File: src/rtl/gyro_pkg.sv
// Shared types and helpers for the gyro-to-tilt sequencer.
//   SAMPLE_W     : width of one raw/corrected angular-velocity sample
//   rate_t       : signed sample type
//   ctrl_state_t : sequencer states
//   sat16        : clamp a 17-bit signed difference into rate_t
package gyro_pkg;

   localparam int unsigned SAMPLE_W = 16;

   typedef logic signed [SAMPLE_W-1:0] rate_t;

   typedef enum logic [2:0] {
      CAL_TICK,
      CAL_REQ,
      CAL_FIN,
      RUN_TICK,
      RUN_REQ,
      RUN_OUT
   } ctrl_state_t;

   // The two top bits differ exactly when the value does not fit in 16 bits.
   function automatic rate_t sat16(input logic signed [SAMPLE_W:0] v);
      if (v[SAMPLE_W] != v[SAMPLE_W-1]) begin
         return v[SAMPLE_W] ? 16'sh8000 : 16'sh7fff;
      end
      return rate_t'(v[SAMPLE_W-1:0]);
   endfunction

endpackage

File: src/rtl/sample_tick_gen.sv
// Free-running rate divider: one-cycle TICK every CLK_HZ/SAMPLE_HZ cycles.
//   CLK   : system clock, rising edge
//   RST_N : synchronous active-low reset (counter restarts at 0)
//   TICK  : high while the counter sits at TICK_DIV-1
module sample_tick_gen #(
   parameter int unsigned CLK_HZ    = 50_000_000,
   parameter int unsigned SAMPLE_HZ = 100
) (
   input  logic CLK,
   input  logic RST_N,
   output logic TICK
);

   localparam int unsigned TICK_DIV = CLK_HZ / SAMPLE_HZ;
   localparam int unsigned CntW     = $clog2(TICK_DIV);

   logic [CntW-1:0] cnt_q, cnt_d;

   assign TICK = (cnt_q == CntW'(TICK_DIV - 1));

   always_comb begin
      cnt_d = TICK ? '0 : cnt_q + 1'b1;
   end

   always_ff @(posedge CLK) begin
      if (!RST_N) begin
         cnt_q <= '0;
      end else begin
         cnt_q <= cnt_d;
      end
   end

endmodule

File: src/rtl/gyro_tilt_ctrl.sv
// Sequencer between the gyro read FSM and the tilt integrator. Requests one
// sample per tick, averages 2^CAL_LOG2 samples into a per-axis bias after reset
// or ZERO, then forwards bias-corrected, saturated rates with an integrate strobe.
//   CLK, RST_N             : clock, synchronous active-low reset
//   ZERO                   : restart calibration (highest priority)
//   SMP_REQ / SMP_ACK      : sample handshake; SMP_D* valid with SMP_ACK
//   DX, DY, DZ             : corrected rates, held between updates
//   TILT_EN / TILT_RST     : one-cycle integrate / integrator-clear strobes
//   CAL_BUSY               : calibration in progress
//   ERR                    : sticky handshake timeout
module gyro_tilt_ctrl
   import gyro_pkg::*;
#(
   parameter int unsigned CLK_HZ    = 50_000_000,
   parameter int unsigned SAMPLE_HZ = 100,
   parameter int unsigned CAL_LOG2  = 4,
   parameter int unsigned TIMEOUT   = 1000
) (
   input  logic                       CLK,
   input  logic                       RST_N,
   input  logic                       ZERO,
   output logic                       SMP_REQ,
   input  logic                       SMP_ACK,
   input  logic signed [SAMPLE_W-1:0] SMP_DX,
   input  logic signed [SAMPLE_W-1:0] SMP_DY,
   input  logic signed [SAMPLE_W-1:0] SMP_DZ,
   output logic signed [SAMPLE_W-1:0] DX,
   output logic signed [SAMPLE_W-1:0] DY,
   output logic signed [SAMPLE_W-1:0] DZ,
   output logic                       TILT_EN,
   output logic                       TILT_RST,
   output logic                       CAL_BUSY,
   output logic                       ERR
);

   localparam int unsigned AccW  = SAMPLE_W + CAL_LOG2;
   localparam int unsigned WaitW = $clog2(TIMEOUT + 1);

   ctrl_state_t               state_q, state_d;
   logic [WaitW-1:0]          wait_q, wait_d;
   logic [CAL_LOG2-1:0]       cnt_q, cnt_d;
   logic signed [AccW-1:0]    acc_q [3];
   logic signed [AccW-1:0]    acc_d [3];
   rate_t                     bias_q [3];
   rate_t                     bias_d [3];
   rate_t                     out_q [3];
   rate_t                     out_d [3];
   rate_t                     smp [3];
   logic                      req_q, req_d;
   logic                      err_q, err_d;
   logic                      tick;
   logic                      timed_out;

   sample_tick_gen #(
      .CLK_HZ    (CLK_HZ),
      .SAMPLE_HZ (SAMPLE_HZ)
   ) u_tick (
      .CLK   (CLK),
      .RST_N (RST_N),
      .TICK  (tick)
   );

   assign smp[0] = SMP_DX;
   assign smp[1] = SMP_DY;
   assign smp[2] = SMP_DZ;

   assign timed_out = (wait_q == WaitW'(TIMEOUT - 1));

   always_comb begin
      state_d = state_q;
      wait_d  = '0;       // only REQ states count; any other state rearms it
      cnt_d   = cnt_q;
      acc_d   = acc_q;
      bias_d  = bias_q;
      out_d   = out_q;
      err_d   = err_q;

      if (ZERO) begin
         state_d = CAL_TICK;
         cnt_d   = '0;
         for (int a = 0; a < 3; a++) acc_d[a] = '0;
      end else begin
         unique case (state_q)
            CAL_TICK: if (tick) state_d = CAL_REQ;
            CAL_REQ: begin
               if (SMP_ACK) begin
                  for (int a = 0; a < 3; a++) begin
                     acc_d[a] = acc_q[a] + $signed({{CAL_LOG2{smp[a][SAMPLE_W-1]}}, smp[a]});
                  end
                  cnt_d   = cnt_q + 1'b1;
                  state_d = (&cnt_q) ? CAL_FIN : CAL_TICK;
               end else if (timed_out) begin
                  err_d   = 1'b1;
                  state_d = CAL_TICK;
               end else begin
                  wait_d = wait_q + 1'b1;
               end
            end
            CAL_FIN: begin
               for (int a = 0; a < 3; a++) begin
                  bias_d[a] = rate_t'(acc_q[a] >>> CAL_LOG2);
                  acc_d[a]  = '0;
               end
               cnt_d   = '0;
               state_d = RUN_TICK;
            end
            RUN_TICK: if (tick) state_d = RUN_REQ;
            RUN_REQ: begin
               if (SMP_ACK) begin
                  for (int a = 0; a < 3; a++) begin
                     out_d[a] = sat16($signed({smp[a][SAMPLE_W-1], smp[a]})
                                      - $signed({bias_q[a][SAMPLE_W-1], bias_q[a]}));
                  end
                  state_d = RUN_OUT;
               end else if (timed_out) begin
                  err_d   = 1'b1;
                  state_d = RUN_TICK;
               end else begin
                  wait_d = wait_q + 1'b1;
               end
            end
            RUN_OUT: state_d = RUN_TICK;
            default: state_d = CAL_TICK;
         endcase
      end

      req_d = (state_d == CAL_REQ) || (state_d == RUN_REQ);
   end

   always_ff @(posedge CLK) begin
      if (!RST_N) begin
         state_q <= CAL_TICK;
         wait_q  <= '0;
         cnt_q   <= '0;
         req_q   <= 1'b0;
         err_q   <= 1'b0;
         for (int a = 0; a < 3; a++) begin
            acc_q[a]  <= '0;
            bias_q[a] <= '0;
            out_q[a]  <= '0;
         end
      end else begin
         state_q <= state_d;
         wait_q  <= wait_d;
         cnt_q   <= cnt_d;
         req_q   <= req_d;
         err_q   <= err_d;
         acc_q   <= acc_d;
         bias_q  <= bias_d;
         out_q   <= out_d;
      end
   end

   assign SMP_REQ  = req_q;
   assign ERR      = err_q;
   assign DX       = out_q[0];
   assign DY       = out_q[1];
   assign DZ       = out_q[2];
   assign TILT_EN  = (state_q == RUN_OUT);
   assign TILT_RST = (state_q == CAL_FIN);
   assign CAL_BUSY = (state_q == CAL_TICK) || (state_q == CAL_REQ) || (state_q == CAL_FIN);

endmodule
File: config.mk
export PLATFORM = sky130hd
export DESIGN_NAME = gyro_tilt_ctrl
export DESIGN_NICKNAME = d
export VERILOG_FILES = /design/src/rtl/gyro_pkg.sv /design/src/rtl/sample_tick_gen.sv /design/src/rtl/gyro_tilt_ctrl.sv
export SDC_FILE = /design/constraint.sdc
export NUM_CORES = 1
export LEC_CHECK = 0
export BUFFER_PORTS_ARGS = -buffer_cell sky130_fd_sc_hd__buf_2
export CAP_MARGIN = 10
export CORE_UTILIZATION = 40
export CTS_CLUSTER_SIZE = 24
export DETAILED_ROUTE_END_ITERATION = 7
export GPL_ROUTABILITY_DRIVEN = 0
export HOLD_SLACK_MARGIN = 0.06
export SKIP_CTS_REPAIR_TIMING = 1
export SYNTH_ARGS = -nofsm -noshare
export SYNTH_HDL_FRONTEND = slang
export SYNTH_HIERARCHICAL = 1
export SYNTH_SLANG_ARGS = --single-unit
File: constraint.sdc
create_clock -name CLK -period 5.95 [get_ports CLK]
set_input_delay 0.8925 -clock CLK [delete_from_list [all_inputs] [get_ports CLK]]
set_output_delay 0.8925 -clock CLK [all_outputs]
set_load 0.1 [all_outputs]
### Word-level counts from Yosys, hierarchy flattened

Cells that the tools add are included.

| operators by class | value |
|---|---|
| add/sub/neg operators | 9 |
| equal/unequal tests | 13 |
| muxes and demuxes | 34 |
| bitwise gates (word level) | 4 |
| reduce and logical (&&, ||, !) cells | 15 |

Operators with widths:

| kind | number |
|---|---|
| $mux 16 | 9 |
| $pmux 60 s2 | 1 |
| $add 20x16->20 | 3 |
| $mux 60 | 1 |
| $sub 16x16->17 | 3 |
| $mux 3 | 7 |
| $add 19x1->19 const B | 1 |
| $eq 19x19->1 const B | 1 |
| $pmux 3 s5 | 1 |
| $mux 1 | 12 |
| $add 10x1->10 const B | 1 |
| $eq 10x10->1 const B | 1 |
| $eq 3x3->1 const B | 3 |
| $pmux 4 s2 | 1 |
| $reduce_and 4->1 | 2 |
| $reduce_or 2->1 | 4 |
| $eq 3x1->1 const B | 2 |
| $eq 3x2->1 const B | 2 |
| $reduce_or 5->1 | 1 |
| $add 4x1->4 const B | 1 |
| $mux 4 | 1 |
| $not 1->1 | 4 |
| $reduce_and 2->1 | 2 |
| $logic_not 3->1 | 1 |
| 6 further kinds | 10 |

| word-level totals | value |
|---|---|
| bits in registers | 194 |
| input port bits | 52 |
| output and inout bits | 53 |
| word-level logic and storage cells | 90 |

### Logic depth before layout (Yosys ltp)

Gate-level depths: netlist of run 1.

| depth | value |
|---|---|
| depth after elaboration | 7 |
| depth in mapped cells | 14 |
| depth with buffers taken out | 12 |

### Cells and area by module

Netlist of run 1, hierarchy kept.

Modules (own cells, without submodules):

| module | times used | cells an instance | area an instance (um^2) | sequential area each (um^2) |
|---|---|---|---|---|
| gyro_tilt_ctrl | 1 | 1,449 | 11,594.9 | 3,503.4 |
| sample_tick_gen | 1 | 99 | 889.6 | 380.4 |

### Worst setup path before layout of run 1

No wires, ideal clock.

| timing | value |
|---|---|
| path type | input-to-reg |
| from | input port SMP_DX[0] |
| to | register out_q, in the netlist DX[10] |
| setup time | 119 ps |
| arrival time | 3,285 ps |
| required time | 5,831 ps |
| setup slack | 2,546 ps |
| stages on the path | 14 |
| buffers on the path | 2 |
| path through | inv_1 ha_1 inv_1 fa_1 a211oi_1 nor2_1 o41ai_2 nor3_2 o31ai_2 o31a_1 buf_2 buf_6 o21ai_0 o221a_2 |

| on the way | value |
|---|---|
| word-level cells in the longest chain between the ends | 7 |
| elaborated cells on any way between the ends | 9 |
| those cells by class | add/sub: 1; eq/ne: 1; mux: 7 |

RTL lines:

| element | RTL line | text |
|---|---|---|
| from (decl) | gyro_tilt_ctrl.sv:24 | `input logic signed [SAMPLE_W-1:0] SMP_DX,` |
| $sub 16x16->17 (*) | gyro_tilt_ctrl.sv:112 | `- $signed({bias_q[a][SAMPLE_W-1], bias_q[a]}));` |
| $ne 1x1->1 | gyro_pkg.sv:23 | `if (v[SAMPLE_W] != v[SAMPLE_W-1]) begin` |
| $mux 1 | gyro_pkg.sv:23 |  |
| $mux 1 | gyro_tilt_ctrl.sv:109 | `if (SMP_ACK) begin` |
| $mux 1 | gyro_tilt_ctrl.sv:83 | `unique case (state_q)` |
| $mux 1 | gyro_tilt_ctrl.sv:78 | `if (ZERO) begin` |
| $mux 16 (*) | gyro_pkg.sv:26 | `return rate_t'(v[SAMPLE_W-1:0]);` |
| to (signal assigned) | gyro_tilt_ctrl.sv:150 | `out_q <= out_d;` |
| to (decl) | gyro_tilt_ctrl.sv:46 | `rate_t out_q [3];` |

Every way passes the cells marked *; elsewhere a longest branch is shown, timed or not. The select of a mux whose other input is x is not followed.
A chain may end at the register's enable or synchronous reset.

### Final worst setup path of run 1

Same ends and word-level chain as after synthesis.

==> out/qor.csv, run 1 <==
stage;metric;value;unit
status;status;complete, no violations;
timing;setup TNS;0;ns
power;Clk pwr share;0.415;
setup_path;crit path DAT;3.97;ns
global_route;GRT busiest layer;met2;
worst_hold_path;hold wc startpoint;wait_q[0]$_SDFF_PP0_;
layout;most frequent cells in the layout;194 x dfxtp_1, 194 x nand2_1, 153 x a21oi_1, 133 x nor2_1, 108 x ha_1;
global_route;largest net degree at the start of global routing;57;
timing;Final Max Slew Viols;0;
timing;post-route setup slack;2.31;ns
logic_synthesis;Async SR Flop Fraction;0;
timing;FMAX;0.275;GHz
layout;nets;1782;
setup_path;CP Capture Type;flip-flop;
timing;Final Cycle Share;0.611;
drt;drt first pass iters;5;
clock_tree;clk root buf;clkbuf_16;
drt;post-route ant nets;0;
logic_synthesis;Synth area leader;dfxtp_1;
setup_path;worst path required time;6.28;ns
setup_path;cell mode on critical path;inv_1;
clock_tree;total CTS buffers;17;
layout;fraction of layout cells with a size suffix above 1;0.119;
logic_synthesis;Synth top area share;0.311;
layout;Diodes inserted;0;
setup_path;R2R Path Start;bias_q[32]$_SDFFE_PN0P_;
global_route;GR Util met1;0.278;
power;switch share;0.277;
logic_synthesis;Ys Warns;6;
power;Lkg Pwr;5.39;nW
timing;Hold Slack;0.451;ns
timing;Slew HR;0.206;
setup_path;WS Path Type;input pin to flip-flop;
global_route;first-pass GRT wire length;50700;um
drt;average wire per standard cell;15.6;um
clock_tree;Clock Latency Late Sink;0.45;ns
power;pwr/cell area;205;nW/um2
logic_synthesis;number of flops mapped to enable cells by yosys;0;
logic_synthesis;Synth Instances;1548;
floorplan;initial core utilization;0.407;
timing;final number of hold-violating endpoints;0;
timing;post-route clock skew;0.0121;ns
layout;Synth-to-Final Area Change;11.5;%
setup_path;CP cell instances;buf_2, inv_1, ha_1, inv_1, fa_1, a211oi_1, nor2_1, o41ai_2, nor3_2, o31ai_2, o31a_1, o21ai_0, o221a_2;
floorplan;Die Width;179;um
power;VDD IR-drop max;0.194;mV
logic_synthesis;Unique masters post-synth;84;
setup_path;slowest stage cell, crit path;o31a_1;
setup_path;critical path startpoint;SMP_DX[0];
clock_tree;clock buffer depth;2;
floorplan;die area;31900;um2
global_route;M3 GR Usage;0.0303;
floorplan;num rows;64;
logic_synthesis;Synth area leaders;dfxtp_1 31%, ha_1 11%, a21oi_1 6.1%;
drt;Residual DRC;0;
power;net switching power;0.791;mW
place;IO Port Bufs;104;
clock_tree;H-Tree Depth;4;
logic_synthesis;Syn Std Cell Area;12500;um2
drt;initial drt markers;555;
power;part of the power in registers;0.458;
timing;RSZ-0062 raised after global routing;false;
place;DP HPWL;23000;um
global_route;total track usage;0.198;
place;pre-CTS setup slack;1.84;ns
logic_synthesis;Yosys reg bits;194;
setup_path;crit-path max FO;17;
global_route;vias in the first global route;9999;
drt;vias per cell;5.39;
setup_path;kind of start point of the critical path;input pin;
drt;Vias;10908;
logic_synthesis;Syn Area/Cell;8.06;um2
job;maxcap violations;0;
clock_tree;TritonCTS clock tree;done;
logic_synthesis;sequential fraction of the synthesis area;0.311;
power;Comb pwr share;0.127;
timing;fin crit period;3.64;ns
global_route;initial antenna violation count;0;
setup_path;CP Buf/Inv Count;3;
logic_synthesis;Mapped Nets;1714;
layout;Layout Cells excl Fill;2025;
floorplan;area of the core;30700;um2
floorplan;Die H;179;um
logic_synthesis;Main synth FF type;dfxtp_1;
place;placed cell count;1993;
power;P_int;2.06;mW
setup_path;crit-path max cell delay;0.66;ns
global_route;gr ovfl total;0;
global_route;global routing usage on met2;0.319;
drt;final WL;31500;um
setup_path;CP top delay family;compound AO/OA/AOI/OAI gates;
timing;# setup viols final;0;
clock_tree;Clock transition at path regs;0.08;ns
floorplan;# IOs;105;
worst_hold_path;Min-Delay Path Class;flip-flop to flip-flop;
clock_tree;CTS sink count;194;
timing;Slew @ Worst Pin;1.19;ns
layer usage:
layer  vias to the layer above  share of wire
met1                      5068           0.51
met2                       205           0.44
met4                         0          0.010
met5                         -              0
li1                       5615              -
met3                        20          0.038
synth_stat cells, types with 3 or more instances:
cell         n
and3_1       8
maj3_2       6
o31a_1       5
a211oi_2     5
a21o_1      23
a32oi_1      4
a31oi_1      7
o21a_1      14
nor2_1     135
a21oi_1    153
a211oi_1    23
nor3b_1      3
maj3_1      30
xor2_1      38
o211ai_1     8
nand2b_1    17
fa_1         6
o2111ai_1    4
or4_1        6
nor4b_1      4
nor3_1      34
buf_6        3
a22oi_1     22
nor2b_1      7
nand2_1    194
clkbuf_1    55
or2_2        6
ha_1       108
xnor2_1     65
a31o_2       3
o31ai_1      7
nand4_1     10
nand3_1     38
a211o_1      3
buf_2        3
o21ai_0    106
or3_1       13
a41oi_1      3
inv_1       85
mux2i_1      8
and2_1       9
nor4_1       8
dfxtp_1    194
o21bai_1    13
sequential cells by signal, indices dropped and copies added, names as in the netlist:
register	count
bias_q	48
DZ	16
SMP_REQ	1
cnt_q	4
ERR	1
DY	16
DX	16
acc_q	60
wait_q	10
state_q	3
u_tick/cnt_q	19
kinds of logic after synthesis:
kind of cell,share of synthesized area
adder cells (fa/ha/maj),0.147
XOR/XNOR,0.0736
AND/OR/NAND/NOR,0.186
flip-flops,0.311
AO/OA/AOI/OAI,0.228
buffers and inverters,0.0472
multiplexers,0.00641
worst paths after layout:
path | slack [ns] | cells after the start | end
worst min register to register | 0.45 | 1 | wait_q[0]$_SDFF_PP0_
worst min-delay path | 0.45 | 1 | wait_q[0]$_SDFF_PP0_
worst max register to register | 2.57 | 11 | DX[10]$_SDFFE_PN0P_
worst max-delay path | 2.31 | 13 | DX[10]$_SDFFE_PN0P_
power groups by stage:
stage	clock (mW)	combinational, mW	sequential [mW]
after floorplan	0	0.269	1.34
after global placement	0	0.354	1.34
after detailed placement	0	0.359	1.34
after CTS	1.21	0.362	1.31
after global routing	1.27	0.401	1.31
final	1.19	0.363	1.31
through the flow:
step / cell area (um2) / util / power (mW)
global placement: 13300 / 0.434 / 1.69
finish: 13900 / 0.454 / 2.85
floorplan: 12500 / - / 1.60
detailed placement: 13300 / 0.434 / 1.70
global route: 13900 / 0.454 / 2.98
CTS: 13900 / 0.454 / 2.88
cell type report:
class,count,area [um2]
Clock buffer,18,439
Clock inverter,14,163
Fill cell,3068,16700
Inverter,85,319
Multi-Input combinational cell,1206,8040
Sequential cell,194,3880
Tap cell,396,495
Timing Repair Buffer,112,581
Note: power is estimated with default switching activity, not from simulation.
==> inputs of run 2 (changes only) <==
==> constraint.sdc (replaced) <==
create_clock -name CLK -period 3.48 [get_ports CLK]
set_input_delay 0.522 -clock CLK [delete_from_list [all_inputs] [get_ports CLK]]
set_output_delay 0.522 -clock CLK [all_outputs]
set_load 0.1 [all_outputs]
==> out/qor.csv, run 2 (synthesized netlist as in run 1, its figures left out) <==
stage;metric;value;unit;change
power;Comb pwr share;0.128;;about the same
global_route;initial antenna violation count;1;;+1
drt;Residual DRC;0;;unchanged
setup_path;slowest stage cell, crit path;fa_1;;
timing;# setup viols final;0;;unchanged
layout;Synth-to-Final Area Change;12.5;%;
clock_tree;total CTS buffers;17;;unchanged
floorplan;initial core utilization;0.407;;unchanged
layout;Layout Cells excl Fill;2040;;+0.74%
clock_tree;Clock Latency Late Sink;0.45;ns;about the same
global_route;total track usage;0.197;;-0.00115
drt;drt first pass iters;5;;unchanged
floorplan;num rows;64;;unchanged
setup_path;crit path DAT;3.36;ns;-0.61 ns
clock_tree;CTS sink count;194;;unchanged
floorplan;Die Width;179;um;unchanged
layout;nets;1796;;+0.79%
layout;fill cell count;3103;;+1.1%
job;maxcap violations;0;;unchanged
timing;Slew @ Worst Pin;1.13;ns;-0.0565 ns
power;Final Power;4.92;mW;+72%
drt;Vias;10962;;+0.50%
global_route;GR Util met1;0.285;;+0.00779
power;switch share;0.282;;+0.00510
global_route;global routing usage on met2;0.306;;-0.0137
setup_path;CP Capture Type;flip-flop;;
clock_tree;TritonCTS clock tree;done;;
place;DP HPWL;23100;um;+0.77%
setup_path;crit-path max FO;3;;-14
layout;Reg with most FFs;acc_q;;
setup_path;worst path required time;3.81;ns;-2.47 ns
drt;post-route ant nets;0;;unchanged
place;IO Port Bufs;104;;unchanged
layout;final design utilization;0.458;;+0.00412
clock_tree;H-Tree Depth;4;;unchanged
power;VDD IR-drop max;0.301;mV;+55%
power;Clk pwr share;0.418;;+0.003
timing;post-route clock skew;0.0123;ns;+0.000158 ns
power;part of the power in registers;0.454;;-0.004
timing;Slew HR;0.245;;+0.0391
setup_path;crit-path max cell delay;0.43;ns;-0.23 ns
setup_path;CP cell instances;ha_1, fa_1, a211oi_1, o21ai_0, a211oi_1, o31ai_1, a311oi_1, o21bai_1, xnor2_1, o21ai_1;;
global_route;GRT busiest layer;met2;;
worst_hold_path;Min-Delay Path Class;input pin to flip-flop;;
layout;Regs by FF count;acc_q (60), bias_q (48), u_tick/cnt_q (19);;
clock_tree;Clock transition at path regs;0.08;ns;about the same
drt;initial drt markers;484;;-13%
global_route;largest net degree at the start of global routing;57;;unchanged
power;net switching power;1.39;mW;+76%
global_route;M3 GR Usage;0.0242;;-0.00615
global_route;vias in the first global route;9993;;-0.060%
power;pwr/cell area;350;nW/um2;+71%
power;Lkg Pwr;5.47;nW;+1.3%
timing;FMAX;0.330;GHz;
timing;RSZ-0062 raised after global routing;false;;
drt;average wire per standard cell;15.3;um;-2.0%
power;P_int;3.53;mW;+71%
timing;fin crit period;3.03;ns;
global_route;first-pass GRT wire length;50800;um;+0.23%
timing;Final Max Slew Viols;0;;unchanged
timing;final number of hold-violating endpoints;0;;unchanged
drt;vias per cell;5.37;;-0.24%
layout;most frequent cells in the layout;194 x dfxtp_1, 194 x nand2_1, 153 x a21oi_1, 133 x nor2_1, 108 x ha_1;;
floorplan;die area;31900;um2;unchanged
setup_path;reg-to-reg setup timing slack;0.45;ns;-2.12 ns
floorplan;area of the core;30700;um2;unchanged
timing;setup TNS;0;ns;unchanged
layout;fraction of layout cells with a size suffix above 1;0.127;;+0.00751
layout;max FFs per register;60;;unchanged
status;status;complete, no violations;;
setup_path;kind of start point of the critical path;flip-flop;;
floorplan;Die H;179;um;unchanged
global_route;gr ovfl total;0;;unchanged
floorplan;# IOs;105;;unchanged
drt;final WL;31100;um;-1.3%
setup_path;WS Path Type;flip-flop to flip-flop;;
clock_tree;clk root buf;clkbuf_16;;
clock_tree;clock buffer depth;2;;unchanged
timing;Final Cycle Share;0.870;;
place;placed cell count;2007;;+0.70%
setup_path;cell mode on critical path;a211oi_1;;
==> run 2: changes by cell type in the layout (fill, tap and decap cells not counted) <==
cell / change
buf_12: +1
inv_6: +1
buf_4: +13
diode_2: +1
clkinv_8: +1
clkinv_2: -1
clkbuf_8: -1
==> run 2: cell type report <==
cell class | count | area (um2) | share of cell area
sequential | 194 | 3880 | 0.277
tap | 396 | 495 | 0.0353
inverter | 85 | 319 | 0.0227
antenna | 1 | 2.50 | 0.000178
clock inverter | 15 | 183 | 0.0130
timing repair buffer | 126 | 698 | 0.0497
multi-input combinational | 1206 | 8040 | 0.572
clock buffer | 17 | 425 | 0.0303
==> run 2: power groups by stage <==
stage	registers, mW	logic, mW	clock network (mW)
floorplan	2.28	0.460	0
global placement	2.28	0.619	0
detailed placement	2.29	0.629	0
CTS	2.23	0.632	2.12
global route	2.23	0.699	2.20
finish	2.23	0.632	2.06
==> run 2: final timing paths <==
check                                       startpoint                      to  depth (start not counted)
worst min register to register    wait_q[0]$_SDFF_PP0_    wait_q[0]$_SDFF_PP0_                          1
worst min-delay path                             RST_N        ERR$_SDFFE_PN0P_                          3
worst max-delay path            acc_q[20]$_SDFFE_PP0P_  acc_q[38]$_SDFFE_PP0P_                         10
worst max register to register  acc_q[20]$_SDFFE_PP0P_  acc_q[38]$_SDFFE_PP0P_                         10
==> run 2: metrics by stage <==
stage	instance area (um2)	worst slack (ns)	hold WS, ns
final	14000	0.452	0.414
after global routing	14000	0.232	0.412
after CTS	14000	0.518	0.410
after detailed placement	13400	0.188	0.442
after global placement	13400	0.173	0.433
after floorplan	12500	0.446	0.418
==> run 2: worst max-delay path: cells and delay by family (launching register included) <==
family / cells / cell delay, ns
AOI/OAI and AO/OA: 7 / 1.81
xor gates and xnor gates: 1 / 0.15
adders and majority gates: 2 / 0.64
DFF: 1 / 0.32
==> run 2: per-layer routing <==
layer	vias to the layer above	part of all wire
li1	5669	-
met1	5078	0.52
met2	187	0.43
met3	28	0.034
met4	0	0.014
met5	-	0
